--- src/rtl/apu_sequencer.sv ---
// Frame-timed APU register sequencer: plays 16-bit command words from a program ROM
// into a 16-byte register image shared with a higher-priority host write port.

module apu_seq_reg_byte (
  input  logic       clk,
  input  logic       reset,
  input  logic       wr_en,
  input  logic [7:0] wr_data,
  output logic [7:0] q
);
  always_ff @(posedge clk) begin
    if (reset)      q <= '0;
    else if (wr_en) q <= wr_data;
  end
endmodule

module apu_sequencer #(
  parameter int ADDR_WIDTH = 8
) (
  input  logic                  clk,
  input  logic                  reset,
  input  logic                  enable_240hz,
  input  logic                  start,
  input  logic                  stop,
  input  logic                  host_wr,
  input  logic [3:0]            host_addr,
  input  logic [7:0]            host_data,
  output logic [ADDR_WIDTH-1:0] rom_addr,
  input  logic [15:0]           rom_data,
  output logic [127:0]          reg_data,
  output logic [3:0]            reg_event,
  output logic                  busy
);
  localparam int NUM_REGS = 16;

  typedef enum logic [1:0] {IDLE, FETCH, EXEC, WAIT} state_t;

  state_t                state, state_nxt;
  logic [ADDR_WIDTH-1:0] pc, pc_nxt;
  logic [8:0]            count, count_nxt;
  logic                  seq_wr;
  logic [3:0]            seq_addr;
  logic [7:0]            seq_data;
  logic [3:0]            event_nxt;

  logic [NUM_REGS-1:0]      byte_we;
  logic [7:0]               byte_wd;
  logic [NUM_REGS-1:0][7:0] byte_q;

  assign seq_addr = rom_data[11:8];
  assign seq_data = rom_data[7:0];

  always_comb begin
    state_nxt = state;
    pc_nxt    = pc;
    count_nxt = count;
    seq_wr    = 1'b0;
    case (state)
      IDLE: if (start) begin
        pc_nxt    = '0;
        state_nxt = FETCH;
      end
      FETCH: state_nxt = EXEC;
      EXEC: case (rom_data[15:14])
        2'b00: if (!host_wr) begin
          // a host write in this cycle owns the register port; retry next cycle
          seq_wr    = 1'b1;
          pc_nxt    = pc + ADDR_WIDTH'(1);
          state_nxt = FETCH;
        end
        2'b01: begin
          count_nxt = (rom_data[7:0] == 8'd0) ? 9'd256 : {1'b0, rom_data[7:0]};
          pc_nxt    = pc + ADDR_WIDTH'(1);
          state_nxt = WAIT;
        end
        2'b10: begin
          pc_nxt    = rom_data[ADDR_WIDTH-1:0];
          state_nxt = FETCH;
        end
        default: state_nxt = IDLE;
      endcase
      WAIT: if (enable_240hz) begin
        count_nxt = count - 9'd1;
        if (count == 9'd1) state_nxt = FETCH;
      end
      default: state_nxt = IDLE;
    endcase
    if (stop) begin
      state_nxt = IDLE;
      pc_nxt    = pc;
      count_nxt = count;
      seq_wr    = 1'b0;
    end
  end

  always_comb begin
    event_nxt = '0;
    if (host_wr) event_nxt[host_addr[3:2]] = 1'b1;
    if (seq_wr)  event_nxt[seq_addr[3:2]]  = 1'b1;
  end

  always_ff @(posedge clk) begin
    if (reset) begin
      state     <= IDLE;
      pc        <= '0;
      count     <= '0;
      reg_event <= '0;
    end else begin
      state     <= state_nxt;
      pc        <= pc_nxt;
      count     <= count_nxt;
      reg_event <= event_nxt;
    end
  end

  // host and sequencer never write together: the sequencer stalls on host_wr
  assign byte_wd = host_wr ? host_data : seq_data;

  for (genvar i = 0; i < NUM_REGS; i++) begin : g_reg
    assign byte_we[i] = (host_wr && host_addr == 4'(i)) || (seq_wr && seq_addr == 4'(i));
    apu_seq_reg_byte u_byte (
      .clk     (clk),
      .reset   (reset),
      .wr_en   (byte_we[i]),
      .wr_data (byte_wd),
      .q       (byte_q[i])
    );
  end

  assign reg_data = byte_q;
  assign rom_addr = pc;
  assign busy     = (state != IDLE);
endmodule

--- config.mk ---
export PLATFORM = sky130hd
export DESIGN_NAME = apu_sequencer
export DESIGN_NICKNAME = d
export VERILOG_FILES = /design/src/rtl/apu_sequencer.sv
export SDC_FILE = /design/constraint.sdc
export NUM_CORES = 1
export LEC_CHECK = 0
export ABC_AREA = 1
export BUFFER_PORTS_ARGS = -buffer_cell sky130_fd_sc_hd__buf_2
export CORE_AREA = 10 10 131 133
export CTS_CLUSTER_DIAMETER = 30
export CTS_CLUSTER_SIZE = 8
export DETAILED_ROUTE_END_ITERATION = 16
export DIE_AREA = 0 0 141 143
export PLACE_DENSITY = 0.7
export REMOVE_ABC_BUFFERS = 1
export SYNTH_ARGS = -nofsm -noshare
export SYNTH_HDL_FRONTEND = slang
export SYNTH_SLANG_ARGS = --single-unit
--- constraint.sdc ---
create_clock -name clk -period 5.2 [get_ports clk]
set_input_delay 0.26 -clock clk [delete_from_list [all_inputs] [get_ports clk]]
set_output_delay 0.26 -clock clk [all_outputs]
set_load 0.05 [all_outputs]
==> results_dict.tcl <==
set metrics [dict create \
    io_buffers 172 \
    synthTopCellsByArea "dfxtp_1 (46%), nand2_1 (13%), a21oi_1 (9.9%)" \
    vias 6714 \
    cts_tree "built" \
    timing.hold.ws_ns 0.134 \
    syn_avg_cell_area_um2 7.26 \
    setup_viol 0 \
    crit_type "register to register" \
    clk_path_buf_depth 2 \
    muxShareOfSynthArea 0 \
    netlist-cell-type-count 31 \
    synth-edff-count 0 \
    vias_per_cell 5.32 \
    fillers 1438 \
    synth_top_cell_area_share 0.458 \
    cpPeakStageDelay_ns 0.45 \
    async_reset_ff_frac 0 \
    ys_warn_count 0 \
    final-hold-violation-count 0 \
    synth_ff_type "dfxtp_1" \
    max_cap_violations 0 \
    rsz0062_at_grt "no" \
    grtUsageTotal 0.206 \
    timing.fmax_mhz 434 \
    grt_pass1_wl_um 33500 \
    fp.dieH_um 143 \
    yosysTopAreaCell "dfxtp_1" \
    seq_area_frac_synth 0.458 \
    die_w_um 141 \
    finalMaxSlewViolations 0 \
    syn_inst 909 \
    synth_top_family_by_area "simple AND/OR/NAND/NOR gates" \
    max-vdd-ir-drop_mv 0.232 \
    place.gp.congestion 0.920 \
    p_leak_uw 0.00356 \
    crit_path_start_kind "register" \
    path_cells "ha_1, inv_1, nor2_1, nor2_1, nand2_1, inv_1, o21ai_0, a21oi_1" \
    finalCriticalPeriod_ns 2.31 \
    setup_tns_ns 0 \
    pwr_density_cell_mw_per_mm2 323 \
    hp-class "input pin to register" \
    routed_wl_um 21600 \
    netlist_area_mm2 0.00660 \
    ant_nets 0 \
    root_buffer "clkbuf_16" \
    wl_per_cell_um 17.1 \
    dp_hpwl_um 15000 \
    ys_seq_elements 151 \
    cp.required_ns 5.50 \
    dp_slack_ns 2.96 \
    synth_xor_area_frac 0 \
    diodes 0 \
    grt_start_max_net_pins 81 \
    cp_slowest_cell "ha_1" \
    cts_setup_buffers 0 \
    worstMarginPinSlew_ns 0.850 \
    drc 0 \
    h-tree-depth 4 \
    area_growth_pct 22.8 \
    worstSetupEndpointType "register" \
    core-area_mm2 0.0144 \
    clock_latency_ns 0.42 \
    worst_slack_ns 2.89 \
    io_pins 175 \
    slew_headroom 0.433 \
    start_util 0.457 \
    fin_crit_sh 0.443 \
    antenna_found_initial 0 \
    grt_pass1_vias 6221 \
    synth_compound_area_frac 0.134 \
    cts_buffers 17 \
    drive_gt1_frac 0.236 \
    die-area_mm2 0.0202 \
    synth-adder-area-share 0.0133 \
    nNetsFinal 1108 \
    cts.repair.resized 0 \
    cts_sinks 151 \
    cts_hold_buf 0 \
    cp.arrival_ns 2.61 \
    gr-total-overflow 0 \
    rows 44 \
    drtIter0Drc 618 \
    outcome "completed" \
    critPathMaxFanout 14 \
    clk_pin_slew_ns 0.06 \
    fin_worst_skew_ns 0.00467 \
    first_pass_iters 5 \
    yosys.area_share.simple 0.339 \
]
==> through the flow <==
stage                     cells  total power, uW   util  instance area (um2)
after floorplan             875             1370      -                 6440
after detailed placement   1232             1470  0.523                 7550
after global placement     1232             1470  0.523                 7550
final                      1262             2620  0.562                 8100
after CTS                  1262             2630  0.562                 8100
after global routing       1262             2700  0.562                 8100
==> critical path: cells and delay by family (launching register included) <==
family,cells,cell delay [ns]
buffers and inverters,2,0.49
DFF,1,0.38
adders and majority gates,1,0.45
and+or+nand+nor,3,0.61
AOI/OAI and AO/OA,2,0.25
==> cell type report <==
type                            instances  area (um2)  share of cell area
Multi-Input combinational cell        667        3210               0.396
Sequential cell                       151        3020               0.373
Timing Repair Buffer                  173         871               0.107
Clock buffer                           20         457              0.0564
Tap cell                              184         230              0.0284
Inverter                               57         215              0.0266
Clock inverter                         10        98.8              0.0122
==> registers in the layout, indices dropped and copies added, names as in the netlist <==
register	cells
reg_event	4
rom_addr	8
count	9
g.u_byte.q	128
state	2
==> routing by layer <==
layer,global-route usage,share of wire,up-vias
met5,0,0,-
met3,0.0554,0.077,42
li1,-,-,3323
met1,0.266,0.44,3082
met2,0.317,0.46,267
met4,0.0859,0.025,0
==> worst paths after layout <==
check / cells past startpoint / slack, ns / from / endpoint
setup / recovery: 8 / 2.89 / state[0]$_SDFFE_PP0P_ / count[8]$_SDFFE_PP0P_
hold / removal: 4 / 0.13 / stop / state[1]$_SDFFE_PP0P_
setup reg to reg: 8 / 2.89 / state[0]$_SDFFE_PP0P_ / count[8]$_SDFFE_PP0P_
hold reg to reg: 2 / 0.47 / count[6]$_SDFFE_PP0P_ / count[6]$_SDFFE_PP0P_
==> power by group <==
group	switching, uW	leakage, uW	internal (uW)
combinational	203	0.00207	56.5
sequential	11.4	0.00122	1180
clock	488	0.000274	682
total	703	0.00356	1910
==> cells by family (layout without fill, tap and decap cells) <==
logic type / count (synthesis) / count (layout)
adder cells (fa/ha/maj): 7 / 7
AND/OR/NAND/NOR: 495 / 495
AO/OA/AOI/OAI: 165 / 165
buffers and inverters: 91 / 260
flip-flops: 151 / 151
==> synthesized netlist by cell type, types with 2 or more instances <==
cell / count
or2_2: 11
nand3_1: 128
ha_1: 7
inv_2: 2
buf_2: 3
nor3_2: 3
o22ai_2: 3
a21oi_1: 131
clkinv_1: 4
nand4_1: 3
nand2_1: 236
dfxtp_1: 151
nand3b_1: 2
nor3_1: 4
nor2_1: 84
buf_4: 2
o21ai_0: 19
inv_1: 50
clkbuf_1: 28
o21ai_2: 8
nand3_4: 2
nand2_4: 6
nand3_2: 8
nand2_2: 7
==> cell usage in the layout, fill, tap and decap left out, types with 2 or more instances in the layout <==
| cell | Yosys | routed |
|---|---|---|
| a21oi_1 | 131 | 131 |
| buf_2 | 3 | 171 |
| buf_4 | 2 | 2 |
| clkbuf_16 | 0 | 17 |
| clkbuf_8 | 0 | 2 |
| clkinv_1 | 4 | 4 |
| clkinv_2 | 1 | 4 |
| clkinv_4 | 0 | 3 |
| dfxtp_1 | 151 | 151 |
| ha_1 | 7 | 7 |
| inv_1 | 50 | 50 |
| inv_2 | 2 | 2 |
| nand2_1 | 236 | 236 |
| nand2_2 | 7 | 7 |
| nand2_4 | 6 | 6 |
| nand3_1 | 128 | 128 |
| nand3_2 | 8 | 8 |
| nand3_4 | 2 | 2 |
| nand3b_1 | 2 | 2 |
| nand4_1 | 3 | 3 |
| nor2_1 | 84 | 84 |
| nor3_1 | 4 | 4 |
| nor3_2 | 3 | 3 |
| o21ai_0 | 19 | 19 |
| o21ai_2 | 8 | 8 |
| o22ai_2 | 3 | 3 |
| or2_2 | 11 | 11 |
Note: power is estimated with default switching activity, not from simulation.
